<file path="src/rtl/tatsujin_pkg.sv">
// Shared constants and types for the drum-lane graphics blocks:
// colour codes, FSM state encoding, screen size and the slot colour helper.
package tatsujin_pkg;

  localparam int SCREEN_W = 160;
  localparam int SCREEN_H = 120;

  localparam logic [2:0] COL_RED    = 3'b100;
  localparam logic [2:0] COL_YELLOW = 3'b110;
  localparam logic [2:0] COL_BIG    = 3'b111;
  localparam logic [2:0] COL_BLACK  = 3'b000;

  typedef enum logic [1:0] {
    ST_IDLE   = 2'd0,
    ST_DRAW   = 2'd1,
    ST_FINISH = 2'd2
  } state_t;

  // Colour of one slot: red (don), yellow (ka), both (big note), else background.
  function automatic logic [2:0] slot_colour(input logic red, input logic yellow,
                                             input logic [2:0] bg);
    logic [2:0] col;
    unique case ({red, yellow})
      2'b10:   col = COL_RED;
      2'b01:   col = COL_YELLOW;
      2'b11:   col = COL_BIG;
      default: col = bg;
    endcase
    return col;
  endfunction

endpackage

</file>
<file path="src/rtl/note_lane_renderer_if.sv">
// Bundle between the scroll logic (master) and the lane renderer (slave).
// Handshake: start is a one-cycle request that is accepted only when busy=0;
// while busy=1 start is ignored. plot is a write strobe qualifying x/y/colour
// in the same cycle; the only back-pressure is hold, which pauses the pixel
// stream without losing or repeating a pixel. done pulses once per frame.
interface note_lane_renderer_if #(
  parameter int NUM_SLOTS = 10,
  parameter int X_W       = 8,
  parameter int Y_W       = 7
);
  logic                 start;
  logic [NUM_SLOTS-1:0] red_seq;
  logic [NUM_SLOTS-1:0] yellow_seq;
  logic [X_W-1:0]       origin_x;
  logic [Y_W-1:0]       origin_y;
  logic [2:0]           bg_colour;
  logic                 hold;
  logic [X_W-1:0]       x;
  logic [Y_W-1:0]       y;
  logic [2:0]           colour;
  logic                 plot;
  logic                 busy;
  logic                 done;

  modport master (
    output start, red_seq, yellow_seq, origin_x, origin_y, bg_colour, hold,
    input  x, y, colour, plot, busy, done
  );

  modport slave (
    input  start, red_seq, yellow_seq, origin_x, origin_y, bg_colour, hold,
    output x, y, colour, plot, busy, done
  );
endinterface

</file>
<file path="src/rtl/note_lane_renderer_square_scanner.sv">
// Walks the pixels of one SQ_SIZE x SQ_SIZE square, xo fastest then yo.
// Exposes the coordinates of the pixel after the current one so the caller
// can register them on the same edge the counters step.
module note_lane_renderer_square_scanner #(
  parameter int  SQ_SIZE = 4,
  localparam int SQ_W    = (SQ_SIZE > 1) ? $clog2(SQ_SIZE) : 1
) (
  input  logic            clk,
  input  logic            reset,
  input  logic            clear,
  input  logic            advance,
  input  logic            hold,
  output logic [SQ_W-1:0] nxt_xo,
  output logic [SQ_W-1:0] nxt_yo,
  output logic            last_pixel
);

  logic [SQ_W-1:0] xo;
  logic [SQ_W-1:0] yo;
  logic            last_x;

  // Next-pixel arithmetic; wraps to (0,0) after the square's last pixel.
  always_comb begin
    last_x     = (xo == SQ_W'(SQ_SIZE - 1));
    last_pixel = last_x && (yo == SQ_W'(SQ_SIZE - 1));
    nxt_xo     = last_x ? '0 : xo + 1'b1;
    nxt_yo     = last_x ? (last_pixel ? '0 : yo + 1'b1) : yo;
  end

  // Counter register: cleared outside a frame, frozen while held.
  always_ff @(posedge clk) begin
    if (reset || clear) begin
      xo <= '0;
      yo <= '0;
    end else if (advance && !hold) begin
      xo <= nxt_xo;
      yo <= nxt_yo;
    end
  end

endmodule

</file>
<file path="src/rtl/note_lane_renderer.sv">
// Renders one drum-note lane: latches the note sequences and origin on start,
// then streams one registered framebuffer write per cycle for every slot square.
module note_lane_renderer
  import tatsujin_pkg::*;
#(
  parameter int NUM_SLOTS  = 10,
  parameter int SQ_SIZE    = 4,
  parameter int SLOT_PITCH = 8,
  parameter int X_W        = 8,
  parameter int Y_W        = 7,
  parameter bit SKIP_EMPTY = 1'b0
) (
  input  logic                  clk,
  input  logic                  reset,
  note_lane_renderer_if.slave   lane,
  output state_t                state_dbg
);

  localparam int SLOT_W = (NUM_SLOTS > 1) ? $clog2(NUM_SLOTS) : 1;
  localparam int SQ_W   = (SQ_SIZE > 1) ? $clog2(SQ_SIZE) : 1;

  state_t               state, state_nxt;
  logic [NUM_SLOTS-1:0] red_q, yel_q, occ_q, occ_in;
  logic [X_W-1:0]       ox_q, x_q, pix_ox, pix_x;
  logic [Y_W-1:0]       oy_q, y_q, pix_oy, pix_y;
  logic [2:0]           bg_q, colour_q, pix_bg;
  logic                 empty_q, plot_q;
  logic [SLOT_W-1:0]    slot_q, nxt_slot, first_slot, pix_slot;
  logic                 has_next, has_first;
  logic [SQ_W-1:0]      nxt_xo, nxt_yo, pix_xo, pix_yo;
  logic                 last_pixel, frame_end, advance, pix_red, pix_yel;

  assign occ_q  = red_q | yel_q;
  assign occ_in = lane.red_seq | lane.yellow_seq;

  // A frame ends with no pixels at all, or on an unheld step past the last pixel.
  assign frame_end = empty_q || (!lane.hold && last_pixel && !has_next);
  assign advance   = (state == ST_DRAW) && !empty_q && !frame_end;

  note_lane_renderer_square_scanner #(.SQ_SIZE(SQ_SIZE)) u_scanner (
    .clk        (clk),
    .reset      (reset),
    .clear      (state != ST_DRAW),
    .advance    (advance),
    .hold       (lane.hold),
    .nxt_xo     (nxt_xo),
    .nxt_yo     (nxt_yo),
    .last_pixel (last_pixel)
  );

  // Slot search: lowest visited slot above the current one, and the first slot of a new frame.
  always_comb begin
    nxt_slot   = '0;
    has_next   = 1'b0;
    first_slot = '0;
    has_first  = 1'b0;
    for (int i = NUM_SLOTS - 1; i >= 0; i--) begin
      if (i > int'(slot_q) && (!SKIP_EMPTY || occ_q[i])) begin
        nxt_slot = SLOT_W'(i);
        has_next = 1'b1;
      end
      if (!SKIP_EMPTY || occ_in[i]) begin
        first_slot = SLOT_W'(i);
        has_first  = 1'b1;
      end
    end
  end

  // Pixel to register next: the first pixel straight from the bus when idle, else the following one.
  always_comb begin
    pix_slot = first_slot;
    pix_xo   = '0;
    pix_yo   = '0;
    pix_ox   = lane.origin_x;
    pix_oy   = lane.origin_y;
    pix_bg   = lane.bg_colour;
    pix_red  = lane.red_seq[first_slot];
    pix_yel  = lane.yellow_seq[first_slot];
    if (state != ST_IDLE) begin
      pix_slot = last_pixel ? nxt_slot : slot_q;
      pix_xo   = nxt_xo;
      pix_yo   = nxt_yo;
      pix_ox   = ox_q;
      pix_oy   = oy_q;
      pix_bg   = bg_q;
      pix_red  = red_q[pix_slot];
      pix_yel  = yel_q[pix_slot];
    end
    // Coordinates wrap modulo the port widths; no clipping.
    pix_x = pix_ox + X_W'(int'(pix_slot) * SLOT_PITCH) + X_W'(pix_xo);
    pix_y = pix_oy + Y_W'(pix_yo);
  end

  // FSM state register.
  always_ff @(posedge clk) begin
    if (reset) state <= ST_IDLE;
    else       state <= state_nxt;
  end

  // FSM next state.
  always_comb begin
    state_nxt = state;
    unique case (state)
      ST_IDLE:   if (lane.start) state_nxt = ST_DRAW;
      ST_DRAW:   if (frame_end)  state_nxt = ST_FINISH;
      ST_FINISH: state_nxt = ST_IDLE;
      default:   state_nxt = ST_IDLE;
    endcase
  end

  // FSM outputs.
  always_comb begin
    lane.busy = (state != ST_IDLE);
    lane.done = (state == ST_FINISH);
    state_dbg = state;
  end

  // Datapath: input latches, slot counter and registered pixel outputs.
  always_ff @(posedge clk) begin
    if (reset) begin
      red_q    <= '0;
      yel_q    <= '0;
      ox_q     <= '0;
      oy_q     <= '0;
      bg_q     <= '0;
      empty_q  <= 1'b0;
      slot_q   <= '0;
      x_q      <= '0;
      y_q      <= '0;
      colour_q <= '0;
      plot_q   <= 1'b0;
    end else begin
      unique case (state)
        ST_IDLE: begin
          plot_q <= 1'b0;
          if (lane.start) begin
            red_q    <= lane.red_seq;
            yel_q    <= lane.yellow_seq;
            ox_q     <= lane.origin_x;
            oy_q     <= lane.origin_y;
            bg_q     <= lane.bg_colour;
            empty_q  <= !has_first;
            slot_q   <= first_slot;
            x_q      <= pix_x;
            y_q      <= pix_y;
            colour_q <= slot_colour(pix_red, pix_yel, pix_bg);
            plot_q   <= has_first;
          end
        end
        ST_DRAW: begin
          if (frame_end || lane.hold) begin
            plot_q <= 1'b0;
          end else begin
            if (last_pixel) slot_q <= nxt_slot;
            x_q      <= pix_x;
            y_q      <= pix_y;
            colour_q <= slot_colour(pix_red, pix_yel, pix_bg);
            plot_q   <= 1'b1;
          end
        end
        default: plot_q <= 1'b0;
      endcase
    end
  end

  assign lane.x      = x_q;
  assign lane.y      = y_q;
  assign lane.colour = colour_q;
  assign lane.plot   = plot_q;

endmodule
</file>
<file path="src/flat_wrapper.sv">
// flat-port wrapper written by rule: the top's interface ports become plain ports
module note_lane_renderer_flat import tatsujin_pkg::*;
#(
  parameter int NUM_SLOTS  = 10,
  parameter int SQ_SIZE    = 4,
  parameter int SLOT_PITCH = 8,
  parameter int X_W        = 8,
  parameter int Y_W        = 7,
  parameter bit SKIP_EMPTY = 1'b0
)
  (clk, reset, state_dbg, lane_start, lane_red_seq, lane_yellow_seq, lane_origin_x, lane_origin_y, lane_bg_colour, lane_hold, lane_x, lane_y, lane_colour, lane_plot, lane_busy, lane_done);
  note_lane_renderer_if #(.NUM_SLOTS(NUM_SLOTS), .X_W(X_W), .Y_W(Y_W)) lane_i ();
  input  logic clk;
  input  logic reset;
  output state_t state_dbg;
  input wire logic [$bits(lane_i.start)-1:0] lane_start;
  input wire logic [$bits(lane_i.red_seq)-1:0] lane_red_seq;
  input wire logic [$bits(lane_i.yellow_seq)-1:0] lane_yellow_seq;
  input wire logic [$bits(lane_i.origin_x)-1:0] lane_origin_x;
  input wire logic [$bits(lane_i.origin_y)-1:0] lane_origin_y;
  input wire logic [$bits(lane_i.bg_colour)-1:0] lane_bg_colour;
  input wire logic [$bits(lane_i.hold)-1:0] lane_hold;
  output wire logic [$bits(lane_i.x)-1:0] lane_x;
  output wire logic [$bits(lane_i.y)-1:0] lane_y;
  output wire logic [$bits(lane_i.colour)-1:0] lane_colour;
  output wire logic [$bits(lane_i.plot)-1:0] lane_plot;
  output wire logic [$bits(lane_i.busy)-1:0] lane_busy;
  output wire logic [$bits(lane_i.done)-1:0] lane_done;
  assign lane_i.start = lane_start;
  assign lane_i.red_seq = lane_red_seq;
  assign lane_i.yellow_seq = lane_yellow_seq;
  assign lane_i.origin_x = lane_origin_x;
  assign lane_i.origin_y = lane_origin_y;
  assign lane_i.bg_colour = lane_bg_colour;
  assign lane_i.hold = lane_hold;
  assign lane_x = lane_i.x;
  assign lane_y = lane_i.y;
  assign lane_colour = lane_i.colour;
  assign lane_plot = lane_i.plot;
  assign lane_busy = lane_i.busy;
  assign lane_done = lane_i.done;
  note_lane_renderer #(.NUM_SLOTS(NUM_SLOTS), .SQ_SIZE(SQ_SIZE), .SLOT_PITCH(SLOT_PITCH), .X_W(X_W), .Y_W(Y_W), .SKIP_EMPTY(SKIP_EMPTY)) u_core (.clk(clk), .reset(reset), .lane(lane_i), .state_dbg(state_dbg));
endmodule
</file>
<file path="config.mk">
export PLATFORM = sky130hd
export DESIGN_NAME = note_lane_renderer_flat
export DESIGN_NICKNAME = d
export VERILOG_FILES = /design/src/rtl/tatsujin_pkg.sv /design/src/rtl/note_lane_renderer_if.sv /design/src/rtl/note_lane_renderer_square_scanner.sv /design/src/rtl/note_lane_renderer.sv /design/src/flat_wrapper.sv
export SDC_FILE = /design/constraint.sdc
export NUM_CORES = 1
export LEC_CHECK = 0
export ABC_AREA = 0
export BUFFER_PORTS_ARGS = -buffer_cell sky130_fd_sc_hd__buf_2
export CORE_MARGIN = 2
export CORE_UTILIZATION = 40
export CTS_CLUSTER_DIAMETER = 40
export DETAILED_ROUTE_END_ITERATION = 8
export PLACE_DENSITY_LB_ADDON = 0.15
export SLEW_MARGIN = 20
export SYNTH_ARGS = -nofsm -noshare
export SYNTH_HDL_FRONTEND = slang
export SYNTH_HIERARCHICAL = 1
export SYNTH_SLANG_ARGS = --single-unit
export TNS_END_PERCENT = 20
</file>
<file path="constraint.sdc">
create_clock -name clk -period 3.55 [get_ports clk]
set_input_delay 0.355 -clock clk [delete_from_list [all_inputs] [get_ports clk]]
set_output_delay 0.355 -clock clk [all_outputs]
set_load 0.005 [all_outputs]
</file>
==> results of run 1 <==
==> metal layers <==
layer | track usage (%) | vias up
met3 | 3.064 | 15
met2 | 35.97 | 76
met4 | 8.325 | 0
met1 | 26.87 | 1578
li1 | - | 1780
met5 | 0 | -
==> sequential cells by signal (all words and copies together), names as in the netlist <==
| register | flops |
|---|---|
| u_core/oy_q | 7 |
| u_core/yel_q | 10 |
| u_core/lane.x | 8 |
| u_core/lane.plot | 1 |
| u_core/u_scanner/yo | 2 |
| u_core/lane.colour | 3 |
| u_core/bg_q | 3 |
| u_core/state_dbg | 2 |
| u_core/lane.y | 7 |
| u_core/ox_q | 8 |
| u_core/slot_q | 4 |
| u_core/u_scanner/xo | 2 |
| u_core/red_q | 10 |
==> layout make-up <==
| type | count | area share [%] |
|---|---|---|
| Sequential cell | 67 | 31.26 |
| Tap cell | 111 | 3.237 |
| Timing Repair Buffer | 77 | 9.740 |
| Clock inverter | 6 | 1.487 |
| Inverter | 15 | 1.312 |
| Multi-Input combinational cell | 369 | 49.75 |
| Clock buffer | 10 | 3.208 |
==> metrics by stage <==
stage | instance area, sq um | total power (W) | hold WS [ns]
floorplan | 3687 | 0.001011 | 0.4310
global placement | 4089 | 0.001112 | 0.4354
detailed placement | 4089 | 0.001115 | 0.4426
CTS | 4290 | 0.001785 | 0.2198
global route | 4290 | 0.001854 | 0.2305
finish | 4290 | 0.001764 | 0.2260
==> power by group <==
| group | total [W] | switching (W) | internal, W | leakage, nW |
|---|---|---|---|---|
| sequential | 0.000827 | 0.0000286 | 0.000799 | 0.550 |
| combinational | 0.000268 | 0.000161 | 0.000107 | 1.19 |
| clock | 0.000668 | 0.000325 | 0.000343 | 0.0987 |
==> synthesized netlist by cell type (7+ instances only) <==
cell	instances
nand2_1	124
dfxtp_1	67
a21oi_1	61
nor2_1	28
clkbuf_1	17
inv_1	15
nor3_1	15
mux2i_1	14
o21ai_0	14
a211oi_1	12
buf_2	12
ha_1	10
and2_1	8
nor2b_1	7
o21a_1	7
==> path summary, 6_finish.rpt <==
path | to | slack (ns) | cells past startpoint
max reg2reg | u_core/lane.x[6] | 0.44 | 13
min reg2reg | u_core/lane.y[3] | 0.45 | 2
max | u_core/lane.x[6] | 0.44 | 13
min | u_core/yel_q[5] | 0.23 | 3
==> cells by family after synthesis <==
group,Yosys count
compound gates,128
simple gates,205
fa+ha+maj,12
flops,67
buf+inv,50
xor+xnor,9
mux,15
==> critical path, delay by kind of cell, from the launching register on <==
family	cells	cell delay [ns]
flip-flops	1	0.33
AND/OR/NAND/NOR	5	1.01
buffers and inverters	1	0.06
adder cells (fa/ha/maj)	2	0.56
AO/OA/AOI/OAI	5	1.08
==> layout by cell type, fill, tap and decap left out, types with 8 or more instances in the layout <==
cell | Yosys | layout
mux2i_1 | 14 | 14
buf_2 | 12 | 64
nor3_1 | 15 | 15
dfxtp_1 | 67 | 67
a211oi_1 | 12 | 12
nand2_1 | 124 | 124
and2_1 | 8 | 8
ha_1 | 10 | 10
buf_4 | 2 | 13
nor2_1 | 28 | 27
clkbuf_8 | 0 | 10
o21ai_0 | 14 | 14
inv_1 | 15 | 15
a21oi_1 | 61 | 61
==> metrics.txt, run 1 <==
n_diodes 0; Synth cell types 56; slew of the pin with the lowest slew margin 1.061 ns; Fillers 958; fmax 0.3219 GHz; worst hold path class in -> reg; CTS tree yes; critical path endpoint category register; clk buf depth 2; RSZ-0062 raised after global routing false; Post-CTS Resized 0; Max-Cap Viols 0; vias 3449; setup repair bufs after CTS 0; DR DRC count 0; Post-synth EDFFs 0; Worst Hold Launch lane_yellow_seq[5]; PD cells 411.1 nW/um^2; top routing layer in use met4; Layout Skew 0.01088 ns; Die H 100.0 um; fin util 47.10%; syn avg cell area 7.587 sq um; Die ar. 10000 sq um; core area 9109 sq um; die width 100.0 um; first-pass GRT wire length 16590 um; Worst IR Drop VDD 183.5 uV; # clock sinks 67; simple-gate area share of the yosys netlist 24.64%; initial antenna violation count 0; Fin. Hold Viols 0; YS warnings 6; Req. time, crit path 3.83 ns; top cell type's share of synthesized area 36.38%; num ports 65; CP max FO 7; post-layout min period 3.107 ns; Routed WL per cell 15.40 um; routability cong. 0.8574; worst path cell trace ha_1 -> and2_1 -> nor2b_1 -> a21oi_4 -> nor2_1 -> ha_1 -> inv_1 -> a211oi_1 -> o21a_1 -> o21a_1 -> nor3_1 -> or3b_2 -> a21oi_1; Root Driver clkbuf_8; 1st-iter DRT viols 183; TNS Setup 0 ns; Final Cycle Share 87.52%; initial core utilization 40.48%; Detail Route Antenna Nets 0; Startpoint Class register; post-synthesis compound-gate area fraction 22.36%; area of the multi-input gates 2135 sq um; Post-synth ARST share 0%; Largest stage delay, worst path 0.43 ns; Final Max Tran Viols 0; placed insts 639; Leakage 1.840 nW; Met2 Wirelength 4875 um; Yosys reg bits 67; Final setup viols 0; Seq/Total Area, Yosys 36.38%; final WL 10090 um; critical path's slowest cell or3b_2; main flop type after synthesis dfxtp_1; Synth Area in XOR/XNOR 2.138%; WL met1 4629 um; via-per-instance ratio 5.266; Final Worst Setup Slack 0.4431 ns; CP Data Arrival Time 3.39 ns; status finished clean; mux cell area share after synthesis 4.106%; Sequential Area 1341 sq um; CP startpoint u_core/u_scanner/xo[0]; Gate Count Post-Synth 486; drt first pass iters 4; worst setup path category reg -> reg; met3 WL 375 um; Clock Latency Late Sink 0.36 ns; H-tree depth 3; Post-Syn Nets 540; final net count 593; dpl ws 0.4728 ns; share of layout cells above drive strength 1 19.85%; hold buffer count at cts 0; detailed placement HPWL 7211 um; synth top area cells dfxtp_1, nand2_1, a21oi_1, mux2i_1, ha_1; Reg-to-Reg Start u_core/u_scanner/xo[0]; Slew Limit Headroom 29.22%; largest net degree at the start of global routing 51; GR Util All Layers 21.07%; Finished Layout Cells 655; main combinational cell family by area after synthesis simple AND/OR/NAND/NOR gates; Synth Cell Area 3687 sq um; IO Port Bufs 64; row cnt 35; total gr overflow 0; Clock transition at path regs 0.08 ns; CTS buffer count 9; area leader, netlist dfxtp_1; Syn-to-layout area delta 16.36%; Adder-Cell Fraction of Synth Area 4.479%; vias in the first global route 3296
Note: power is estimated with default switching activity, not from simulation.
==> run 2: changes to the inputs <==
--- a/config.mk
+++ b/config.mk
@@ -7,8 +7,10 @@
 export LEC_CHECK = 0
 export ABC_AREA = 0
 export BUFFER_PORTS_ARGS = -buffer_cell sky130_fd_sc_hd__buf_2
+export CORE_ASPECT_RATIO = 0.75
 export CORE_MARGIN = 2
 export CORE_UTILIZATION = 40
+export CTS_BUF_LIST = sky130_fd_sc_hd__clkbuf_2
 export CTS_CLUSTER_DIAMETER = 40
 export DETAILED_ROUTE_END_ITERATION = 8
 export PLACE_DENSITY_LB_ADDON = 0.15
==> metrics.txt, run 2 (same netlist as run 1, synthesis figures left out) <==
status finished clean; post-layout min period 3.070 ns; DR DRC count 0; Reg-to-Reg Start u_core/state_dbg[0]; total gr overflow 0; Reg2Reg Depth 13; Final setup viols 0; area of the multi-input gates 2135 sq um; Clock transition at path regs 0.21 ns; met1 Use GR 31.38%; Largest stage delay, worst path 0.47 ns; die width 114.9 um; Finished Layout Cells 682; detailed placement HPWL 7371 um; setup repair bufs after CTS 0; Sequential Area 1341 sq um; initial core utilization 40.93%; GR Util All Layers 21.17%; final WL 10260 um; Clock Latency Late Sink 0.52 ns; num ports 65; CTS buffer count 9; worst hold path class in -> reg; hold_ws 0.05133 ns; logic gate share of total power 18.2%; Req. time, crit path 3.98 ns; placed insts 641; Post-CTS Resized 0; Fillers 937; Worst Hold Launch lane_origin_y[4]; initial antenna violation count 0; core area 9009 sq um; Die ar. 10010 sq um; Root Driver clkbuf_2; register-to-register setup slack 0.48 ns; worst setup path category reg -> reg; Syn-to-layout area delta 21.04%; Layout Skew 0.03163 ns; switching part of the total 31.05%; drt first pass iters 5; Seq pwr share 52.5%; total power draw 0.001583 W; Max-Cap Viols 0; critical path endpoint category register; TNS Setup 0 ns; most common cell after layout, fill and taps aside nand2_1; CP Data Arrival Time 3.50 ns; fmax 0.3257 GHz; Startpoint Class register; Detail Route Antenna Nets 0; Final Cycle Share 86.47%; worst path cell trace nor2_2 -> inv_1 -> nand2_1 -> nand2_1 -> ha_1 -> inv_1 -> fa_1 -> a211oi_1 -> o21a_1 -> o21a_1 -> nor3_1 -> or3b_2 -> a21oi_1; fin util 49.54%; row cnt 30; critical path's slowest cell dfxtp_1; RSZ-0062 raised after global routing false; n_diodes 0; via-per-instance ratio 5.154; vias in the first global route 3168; Fin. Hold Viols 0; Min-Delay Path Depth 3; met3 global-route usage 5.428%; PD cells 354.7 nW/um^2; Clock Power Share 29.4%; most used routing layer in global routing met1; CTS tree yes; Slew Limit Headroom 30.65%; Top Registers u_core/red_q x10, u_core/yel_q x10; Int Pwr 0.001092 W; 1st-iter DRT viols 233; final net count 619; CP max FO 17; Die H 87.15 um; Leakage 1.922 nW; Worst IR Drop VDD 189.9 uV; H-tree depth 3; share of layout cells above drive strength 1 19.12%; slew of the pin with the lowest slew margin 1.040 ns; Psw 0.0004916 W; clk buf depth 2; worst r2r dst u_core/lane.x[6]; largest net degree at the start of global routing 44; routability cong. 0.8630; Routed WL per cell 15.04 um; Buf+Inv Stages, Crit Path 2; first-pass GRT wire length 16350 um; GR Util met2 30.53%; IO Port Bufs 64; Worst Hold End u_core/oy_q[4]; vias 3515; commonest cells after routing, fill and taps aside nand2_1, dfxtp_1, buf_2, a21oi_1, nor2_1; Final Max Tran Viols 0; # clock sinks 67; CP delay by family, top simple AND/OR/NAND/NOR gates
==> run 2: cell count changes in the layout (fill, tap and decap cells not counted), sizes merged <==
| cell | previous run | this run |
|---|---|---|
| buf | 77 | 78 |
| clkinv | 2 | 3 |
| clkinvlp | 2 | 1 |
| dlygate4sd3 | 0 | 25 |
==> run 2: final cells by class <==
class	count	area share (%)
multi-input cells	369	47.83
flip-flops and latches	67	30.05
repair buffers	103	15.14
well taps	112	3.140
clock inverters	6	1.458
inverters	15	1.262
clock buffers	10	1.121
==> run 2: worst reg2reg max path, stage by stage (launching register included) <==
cell	delay, ns
dfxtp_1	0.47
nor2_2	0.06
inv_1	0.42
nand2_1	0.12
nand2_1	0.09
ha_1	0.17
inv_1	0.06
fa_1	0.40
a211oi_1	0.28
o21a_1	0.18
o21a_1	0.13
nor3_1	0.04
or3b_2	0.43
a21oi_1	0.14
==> run 2: through the flow <==
stage / area, sq um / setup slack, ns
3_3_place_gp: 4098 / 0.6349
2_1_floorplan: 3687 / 0.3677
4_1_cts: 4343 / 0.4839
3_5_place_dp: 4098 / 0.5429
5_1_grt: 4463 / 0.2690
6_report: 4463 / 0.4802
==> run 2: worst max-delay path by stage <==
stage / start / to / slack (ns) / cells past startpoint
detailed placement: u_core/u_scanner/xo[0] / u_core/lane.x[6] / 0.54 / 12
global placement: u_core/u_scanner/xo[0] / u_core/lane.x[6] / 0.63 / 12
floorplan: u_core/state_dbg[1] / u_core/lane.x[6] / 0.37 / 14
finish: u_core/state_dbg[0] / u_core/lane.x[6] / 0.48 / 13
global route: u_core/u_scanner/xo[0] / u_core/lane.x[6] / 0.27 / 12
CTS: u_core/u_scanner/xo[0] / u_core/lane.x[6] / 0.48 / 12
==> run 2: layer usage <==
metal  part of all wire (%)  wire length (um)
met5                      0                 0
met3                    5.1               524
met4                   0.60                62
met2                     42              4317
met1                     52              5354
==> run 2: power groups by stage <==
stage	Clock, W	Sequential [W]	Combinational (W)
floorplan	0	0.000839	0.000172
global placement	0	0.000844	0.000265
detailed placement	0	0.000845	0.000269
CTS	0.000487	0.000830	0.000280
global route	0.000525	0.000836	0.000322
finish	0.000465	0.000831	0.000287
==> run 2: what timing repair did <==
item / in CTS / in global routing
setup endpoints to repair: 0 / 0
hold buffers: 13 / 12
endpoints found under the hold margin: 13 / 12
